==> src/rtl/core_pkg.sv <==
// Shared RV32 core definitions: load/store op codes and
// the memory sequencer state encoding.
package core_pkg;

   localparam logic [5:0] ALU_LB   = 6'd0;
   localparam logic [5:0] ALU_LH   = 6'd1;
   localparam logic [5:0] ALU_LW   = 6'd2;
   localparam logic [5:0] ALU_LD   = 6'd3;
   localparam logic [5:0] ALU_LBU  = 6'd4;
   localparam logic [5:0] ALU_SB   = 6'd15;
   localparam logic [5:0] ALU_SH   = 6'd16;
   localparam logic [5:0] ALU_SW   = 6'd17;
   localparam logic [5:0] ALU_JALR = 6'd35;

   typedef enum logic [1:0] {
      S_IDLE = 2'd0,
      S_REQ  = 2'd1,
      S_DONE = 2'd2
   } seq_state_t;

   function automatic logic is_load(input logic [5:0] op);
      return op == ALU_LB || op == ALU_LH
          || op == ALU_LW || op == ALU_LBU;
   endfunction

   function automatic logic is_store(input logic [5:0] op);
      return op == ALU_SB || op == ALU_SH
          || op == ALU_SW;
   endfunction

   // LD is excluded: RV32 has no 64-bit load.
   function automatic logic is_legal(input logic [5:0] op);
      return is_load(op) || is_store(op);
   endfunction

endpackage

==> src/rtl/mem_access_sequencer_if.sv <==
// Handshaked data-memory port between the load/store
// sequencer (master) and the data memory (slave).
interface mem_access_sequencer_if;

   logic        mem_req;
   logic        mem_we;
   logic [31:0] mem_addr;
   logic [3:0]  mem_be;
   logic [31:0] mem_wdata;
   logic        mem_ack;
   logic [31:0] mem_rdata;

   modport master (
      output mem_req, mem_we, mem_addr,
      output mem_be, mem_wdata,
      input  mem_ack, mem_rdata
   );

   modport slave (
      input  mem_req, mem_we, mem_addr,
      input  mem_be, mem_wdata,
      output mem_ack, mem_rdata
   );

endinterface

==> src/rtl/mem_lane_align.sv <==
// Byte-lane steering: store enables/replication, load
// extraction with sign/zero extension, misalign check.
module mem_lane_align
   import core_pkg::*;
(
   input  logic [5:0]  op,
   input  logic [1:0]  a,
   input  logic [31:0] store_data,
   input  logic [31:0] rdata,
   output logic [3:0]  be,
   output logic [31:0] wdata,
   output logic [31:0] ldata,
   output logic        misalign
);

   logic [7:0]  rb;
   logic [15:0] rh;

   assign rb = rdata[{a, 3'b000} +: 8];
   assign rh = a[1] ? rdata[31:16] : rdata[15:0];

   always_comb begin
      be       = '0;
      wdata    = '0;
      ldata    = '0;
      misalign = 1'b0;
      unique case (op)
         ALU_LB:  ldata = {{24{rb[7]}}, rb};
         ALU_LBU: ldata = {24'b0, rb};
         ALU_LH: begin
            ldata    = {{16{rh[15]}}, rh};
            misalign = a[0];
         end
         ALU_LW: begin
            ldata    = rdata;
            misalign = |a;
         end
         ALU_SB: begin
            be    = 4'b0001 << a;
            wdata = {4{store_data[7:0]}};
         end
         ALU_SH: begin
            be       = a[1] ? 4'b1100 : 4'b0011;
            wdata    = {2{store_data[15:0]}};
            misalign = a[0];
         end
         ALU_SW: begin
            be       = 4'b1111;
            wdata    = store_data;
            misalign = |a;
         end
         default: ;
      endcase
   end

endmodule

==> src/rtl/mem_access_sequencer.sv <==
// Multi-cycle load/store sequencer: stalls the core while a
// data-memory access is outstanding, reports done/fault.
module mem_access_sequencer
   import core_pkg::*;
#(
   parameter int unsigned TIMEOUT = 255
) (
   input  logic        clk,
   input  logic        reset,
   input  logic        start,
   input  logic [5:0]  aluOP,
   input  logic [31:0] addr,
   input  logic [31:0] store_data,
   output logic        stall,
   output logic        done,
   output logic        fault,
   output logic [31:0] load_data,
   mem_access_sequencer_if.master mem
);

   localparam logic [7:0] TO_LAST = 8'(TIMEOUT - 1);

   seq_state_t  state, state_n;
   logic [5:0]  op_q;
   logic [1:0]  a_q;
   logic [7:0]  cnt;
   logic        fault_q;
   logic [31:0] ld_q;

   logic [5:0]  la_op;
   logic [1:0]  la_a;
   logic [3:0]  la_be;
   logic [31:0] la_wdata;
   logic [31:0] la_ldata;
   logic        la_mis;
   logic        ok;
   logic        to_hit;

   // Idle decodes the incoming op; REQ extracts with the latched one.
   assign la_op = (state == S_IDLE) ? aluOP : op_q;
   assign la_a  = (state == S_IDLE) ? addr[1:0] : a_q;

   mem_lane_align u_align (
      .op         (la_op),
      .a          (la_a),
      .store_data (store_data),
      .rdata      (mem.mem_rdata),
      .be         (la_be),
      .wdata      (la_wdata),
      .ldata      (la_ldata),
      .misalign   (la_mis)
   );

   assign ok     = is_legal(aluOP) && !la_mis;
   assign to_hit = (cnt == TO_LAST);

   assign stall = (state == S_IDLE && start)
               || (state == S_REQ);
   assign done      = (state == S_DONE);
   assign fault     = done & fault_q;
   assign load_data = done ? ld_q : '0;

   always_ff @(posedge clk or posedge reset) begin
      if (reset) state <= S_IDLE;
      else       state <= state_n;
   end

   always_comb begin
      state_n = state;
      unique case (state)
         S_IDLE:
            if (start) state_n = ok ? S_REQ : S_DONE;
         S_REQ:
            if (mem.mem_ack || to_hit) state_n = S_DONE;
         S_DONE:  state_n = S_IDLE;
         default: state_n = S_IDLE;
      endcase
   end

   always_ff @(posedge clk or posedge reset) begin
      if (reset) begin
         op_q          <= '0;
         a_q           <= '0;
         cnt           <= '0;
         fault_q       <= 1'b0;
         ld_q          <= '0;
         mem.mem_req   <= 1'b0;
         mem.mem_we    <= 1'b0;
         mem.mem_addr  <= '0;
         mem.mem_be    <= '0;
         mem.mem_wdata <= '0;
      end else if (state == S_IDLE && start) begin
         op_q    <= aluOP;
         a_q     <= addr[1:0];
         cnt     <= '0;
         ld_q    <= '0;
         fault_q <= !ok;
         if (ok) begin
            mem.mem_req   <= 1'b1;
            mem.mem_we    <= is_store(aluOP);
            mem.mem_addr  <= {addr[31:2], 2'b00};
            mem.mem_be    <= la_be;
            mem.mem_wdata <= la_wdata;
         end
      end else if (state == S_REQ) begin
         // Ack in the timeout cycle still completes cleanly.
         if (mem.mem_ack || to_hit) begin
            fault_q       <= !mem.mem_ack;
            ld_q          <= (mem.mem_ack && is_load(op_q))
                           ? la_ldata : '0;
            mem.mem_req   <= 1'b0;
            mem.mem_we    <= 1'b0;
            mem.mem_addr  <= '0;
            mem.mem_be    <= '0;
            mem.mem_wdata <= '0;
         end else begin
            cnt <= cnt + 8'd1;
         end
      end
   end

endmodule

==> src/flat_wrapper.sv <==
// flat-port wrapper written by rule: the top's interface ports become plain ports
module mem_access_sequencer_flat import core_pkg::*;
#(
   parameter int unsigned TIMEOUT = 255
)
  (clk, reset, start, aluOP, addr, store_data, stall, done, fault, load_data, mem_mem_req, mem_mem_we, mem_mem_addr, mem_mem_be, mem_mem_wdata, mem_mem_ack, mem_mem_rdata);
  mem_access_sequencer_if mem_i ();
  input  logic clk;
  input  logic reset;
  input  logic start;
  input  logic [5:0] aluOP;
  input  logic [31:0] addr;
  input  logic [31:0] store_data;
  output logic stall;
  output logic done;
  output logic fault;
  output logic [31:0] load_data;
  output wire logic [$bits(mem_i.mem_req)-1:0] mem_mem_req;
  output wire logic [$bits(mem_i.mem_we)-1:0] mem_mem_we;
  output wire logic [$bits(mem_i.mem_addr)-1:0] mem_mem_addr;
  output wire logic [$bits(mem_i.mem_be)-1:0] mem_mem_be;
  output wire logic [$bits(mem_i.mem_wdata)-1:0] mem_mem_wdata;
  input wire logic [$bits(mem_i.mem_ack)-1:0] mem_mem_ack;
  input wire logic [$bits(mem_i.mem_rdata)-1:0] mem_mem_rdata;
  assign mem_mem_req = mem_i.mem_req;
  assign mem_mem_we = mem_i.mem_we;
  assign mem_mem_addr = mem_i.mem_addr;
  assign mem_mem_be = mem_i.mem_be;
  assign mem_mem_wdata = mem_i.mem_wdata;
  assign mem_i.mem_ack = mem_mem_ack;
  assign mem_i.mem_rdata = mem_mem_rdata;
  mem_access_sequencer #(.TIMEOUT(TIMEOUT)) u_core (.clk(clk), .reset(reset), .start(start), .aluOP(aluOP), .addr(addr), .store_data(store_data), .stall(stall), .done(done), .fault(fault), .load_data(load_data), .mem(mem_i));
endmodule
==> config.mk <==
export PLATFORM = sky130hd
export DESIGN_NAME = mem_access_sequencer_flat
export DESIGN_NICKNAME = d
export VERILOG_FILES = /design/src/rtl/core_pkg.sv /design/src/rtl/mem_access_sequencer_if.sv /design/src/rtl/mem_lane_align.sv /design/src/rtl/mem_access_sequencer.sv /design/src/flat_wrapper.sv
export SDC_FILE = /design/constraint.sdc
export NUM_CORES = 1
export LEC_CHECK = 0
export ABC_AREA = 1
export CORE_AREA = 2 2 120 122
export CTS_BUF_LIST = sky130_fd_sc_hd__clkbuf_4 sky130_fd_sc_hd__clkbuf_8 sky130_fd_sc_hd__clkbuf_16
export DETAILED_ROUTE_END_ITERATION = 8
export DIE_AREA = 0 0 122 124
export GPL_ROUTABILITY_DRIVEN = 1
export PLACE_DENSITY = 0.83
export SYNTH_ARGS = -nofsm -noshare
export SYNTH_HDL_FRONTEND = slang
export SYNTH_HIERARCHICAL = 1
export SYNTH_SLANG_ARGS = --single-unit
export TNS_END_PERCENT = 10
==> constraint.sdc <==
create_clock -name clk -period 6 [get_ports clk]
set_clock_uncertainty 0.15 [all_clocks]
set_input_delay 1.2 -clock clk [delete_from_list [all_inputs] [get_ports clk]]
set_output_delay 1.2 -clock clk [all_outputs]
set_load 0.1 [all_outputs]
Yosys cells after proc, flatten, opt, wreduce, memory -nomap -nowiden
Index checks and enable logic that the tools add are counted.
- bits in registers: 121
- output and inout port bits: 105
- word-level logic and storage cells: 106
- add/subtract/negate cells: 1
- equal/unequal tests: 22
- shift operators: 2
- mux-type cells: 39
- bitwise logic cells: 1
- reductions and logical operators: 30
- operator list (operator ; number):
    2-to-1 mux 32 bit ; 11
    one-hot mux 32 bit (4 select lines) ; 1
    one-hot mux 32 bit (3 select lines) ; 1
    variable part select 32 x 6 -> 8 bit ; 1
    == test 6 x 5 -> 1 bit, second input constant ; 4
    2-to-1 mux 8 bit ; 3
    2-to-1 mux 4 bit ; 5
    == test 6 x 1 -> 1 bit, second input constant ; 3
    == test 6 x 2 -> 1 bit, second input constant ; 3
    == test 6 x 3 -> 1 bit, second input constant ; 3
    logical NOT 6 bit ; 3
    2-to-1 mux 16 bit ; 1
    == test 6 x 4 -> 1 bit, second input constant ; 2
    one-hot mux 4 bit (3 select lines) ; 1
    logical OR 1 bit ; 11
    2-to-1 mux 1 bit ; 9
    adder 8 x 1 -> 8 bit, second input constant ; 1
    == test 8 bit, second input constant ; 1
    2-to-1 mux 2 bit ; 4
    2-to-1 mux 6 bit ; 1
    AND reduction 2 bit ; 3
    OR reduction 2 bit ; 3
    != test 2 x 1 -> 1 bit, second input constant ; 2
    != test 2 bit, second input constant ; 2
    11 further kinds ; 16

Depth between registers and ports, before layout
- depth in word-level cells: 10
- depth in mapped cells: 18

Modules after synthesis
The synthesis kept the hierarchy.
- by module, submodules not included (module ; instances ; cells an instance ; area each (um^2)):
    mem_access_sequencer ; 1 ; 694 ; 5442.7
    mem_lane_align ; 1 ; 340 ; 1556.5

Worst setup path before layout
No wires, ideal clock.
- path type: register -> output
- from: register u_core.state[0]
- to: output load_data[22]
- arrival: 2068 ps
- slack: 2582 ps
- cell stages (with the launch flop): 5
- cells stage by stage: dfrtp_1 -> inv_1 -> nand2_1 -> clkbuf_1 -> nor2_1
- cells in the longest elaborated chain, start to end: 2
- ends and longest elaborated chain (item ; RTL line ; text):
    start: declaration ; mem_access_sequencer.sv:23 ; seq_state_t state, state_n;
    start signal: assignment ; mem_access_sequencer.sv:65 ; else state <= state_n;
    == test 2 bit ; mem_access_sequencer.sv:59 ; assign done = (state == S_DONE);
    2-to-1 mux 32 bit ; mem_access_sequencer.sv:61 ; assign load_data = done ? ld_q : '0;
    end: declaration ; flat_wrapper.sv:17 ; output logic [31:0] load_data;
Every way passes these cells.

Final worst setup path
- from: input start
- to: output stall
- cells in the longest elaborated chain, start to end: 2
- ends and longest elaborated chain (item ; RTL line ; text):
    start: declaration ; flat_wrapper.sv:10 ; input logic start;
    logical AND 1 bit ; mem_access_sequencer.sv:57 ; assign stall = (state == S_IDLE && start)
    logical OR 1 bit ; mem_access_sequencer.sv:58 ; || (state == S_REQ);
    end: declaration ; flat_wrapper.sv:14 ; output logic stall;
Every way passes these cells.

==> out/qor.yml <==
power_and_ir_drop:
  power_mw: 2.74
  powerDensity_mw_per_mm2: 285
  ir_drop_v: 0.000191
  p_leak_nw: 4.72
global_route:
  grt_overflow_total: 0
  grt_pass1_vias: 6371
  grt_use_total_pct: 27.1
  grt_start_max_net_pins: 84
  antenna_found_initial: 0
  grt_pass1_wl_um: 31900
timing:
  tightest_slew_ns: 1.04
  setup-tns-final_ns: 0
  finalSetupViolCount: 0
  finalWorstSetupSlack_ns: 1.67
  slew_headroom_pct: 30.2
  hold_viol_final: 0
  fmax_mhz: 231
  finalCritPeriodShare_pct: 72.2
  rsz0062_at_grt: "no"
  slew_viol_final: 0
  layout_min_cycle_time_ns: 4.33
critical_path:
  crit_fanout: 58
  rrSetupSlack_ns: 2.19
  critPathCaptureType: "primary output"
  crit_path_start_kind: "input port"
  r2r-start: "u_core/state[0]"
  reg2reg_to: "u_core/mem.mem_wdata[10]"
  worstSetupPathType: "in2out"
  critPathArrivalTime_ns: 2.98
  startpoint: "start"
  cp-endpoint: "stall"
  ff2ff_path_depth: 13
  cp.required_ns: 4.65
flow_run:
  cap_violations: 0
clock_network:
  root_buffer: "clkbuf_16"
  ctsHoldBuffers: 0
  cts_sinks: 119
  h-tree-depth: 4
  cts-buffers-inserted: 17
  clk_latency_ns: 0.41
  clk_pin_slew_ns: 0.05
  cts_resized: 0
  cts_tree: "built"
  clock_path_buffers: 2
  cts_setup_buffers: 0
finish:
  fin_nets: 1316
  seqCellArea_mm2: 0.00298
  fill_cells: 1145
  mostFrequentLayoutCell: "nand2_1"
  finalNonFillerCells: 1400
  n_antenna_cell: 0
  mostFrequentLayoutCells: "nand2_1, clkdlybuf4s50_1, dfrtp_1, inv_1, nor2_1"
  multiInputGateArea_mm2: 0.00324
  drive_gt1_share_pct: 6.31
  area_delta_synth_final_pct: 37.1
detailed_routing:
  drt.antenna.violating_nets: 0
  first_pass_iters: 6
  vias: 7265
  wl_um: 20500
  drc: 0
  via_per_inst: 5.19
  wl_per_cell_um: 14.7
  drtIter0Drc: 739
place:
  dp.final_hpwl_um: 14300
  dp.cells: 1369
  portBuffers: 208
  gp_congestion: 0.868
  pre_cts_ws_ns: 1.47
logic_synthesis:
  synthCells: 1034
  synth_edf_count: 0
  yosys.area_share.adder_pct: 0.358
  async_reset_ff_share_pct: 100
  ys_seq_elements: 119
  avgSynthCellArea_um2: 6.77
  synthMuxAreaShare_pct: 0
  synth_xor_area_share_pct: 0.501
  synth_top_family_by_area: "simple AND/OR/NAND/NOR gates"
  synth-seq-area-share_pct: 42.5
  yosys.area_share.simple_pct: 40.1
  synth_compound_area_share_pct: 5.02
  synth_ff_type: "dfrtp_1"
  yosys.cell_types.count: 28
  synth-warning-count: 6
  syn_area_mm2: 0.00700
floorplan:
  ios: 211
  fp.dieW_um: 122
  core-area_mm2: 0.0137
  rows: 43
  die-area_mm2: 0.0151
  start_util_pct: 51.0
  die_h_um: 124
min_path:
  hp-class: "reg2reg"
outcome:
  run_status: "finished, final reports clean"
worst min path at each step:
stage          slack, ns                       end                startpoint  depth (start not counted)
2_1_floorplan       0.30            u_core/fault_q            u_core/fault_q                          2
3_3_place_gp        0.30  u_core/mem.mem_wdata[29]  u_core/mem.mem_wdata[29]                          2
3_5_place_dp        0.31  u_core/mem.mem_wdata[27]  u_core/mem.mem_wdata[27]                          2
4_1_cts             0.32  u_core/mem.mem_wdata[27]  u_core/mem.mem_wdata[27]                          2
5_1_grt             0.34      u_core/mem.mem_be[3]      u_core/mem.mem_be[3]                          2
6_report            0.32  u_core/mem.mem_wdata[30]  u_core/mem.mem_wdata[30]                          2
cells in the mapped netlist (2+ instances only):
cell type,n,share of area [%]
nand2_1,409,22
dfrtp_1,119,43
inv_1,106,5.7
nor2_1,99,5.3
nand3_1,86,6.1
o21ai_0,44,3.1
nand4_1,38,3.4
buf_2,32,2.3
nand2_2,17,1.5
o21ai_1,16,1.1
clkbuf_1,12,0.64
a21oi_1,9,0.64
buf_4,9,0.97
buf_6,7,1.1
inv_2,5,0.27
nor2_4,4,0.64
xor2_1,4,0.50
nand3_2,3,0.43
nor2_2,3,0.27
and2_1,2,0.18
ha_1,2,0.36
nor3_1,2,0.14
flip-flops by register name, summed over array words and instances, names as in the netlist:
register	cells
u_core/a_q	2
u_core/mem.mem_we	1
u_core/mem.mem_be	4
u_core/state	2
u_core/fault_q	1
u_core/ld_q	32
u_core/op_q	6
u_core/mem.mem_addr	30
u_core/cnt	8
u_core/mem.mem_wdata	32
u_core/mem.mem_req	1
stage by stage:
step | utilization [%] | hold slack [ns] | instance area [um^2]
after detailed placement | 65.7 | 0.307 | 9010
final | 69.9 | 0.318 | 9600
after global routing | 69.9 | 0.336 | 9600
after global placement | 65.7 | 0.304 | 9010
after floorplan | - | 0.299 | 7000
after CTS | 69.9 | 0.321 | 9600
report_power, final:
part | internal, mW | leakage (nW) | switching, mW
clock | 0.652 | 0.299 | 0.350
combinational | 0.215 | 2.78 | 0.631
sequential | 0.856 | 1.63 | 0.0341
total | 1.72 | 4.72 | 1.01
per-layer routing:
metal	track usage, %	vias to the layer above	wire (um)
li1	-	3548	-
met4	10.3	0	520
met3	6.36	51	1780
met2	44.1	375	9700
met5	0	-	0
met1	35.2	3291	8550
worst max-delay path, cell delays in order:
cell and delay, ns:
clkdlybuf4s50_1 0.52, nand2_2 0.60, nand2_2 0.32, buf_4 0.32
final cells by class:
type / count / area share, %
clock buffer: 22 / 5.09
inverter: 112 / 4.46
timing repair buffer: 216 / 22.3
multi-input combinational: 742 / 33.7
clock inverter: 9 / 1.03
sequential: 119 / 31.0
tap: 180 / 2.35
cells by family after synthesis:
family / after synthesis
AOI/OAI and AO/OA: 70
buffers and inverters: 174
DFF: 119
adders and majority gates: 2
and+or+nand+nor: 664
other: 1
xor gates and xnor gates: 4
Power figures use the tool's default switching activity.
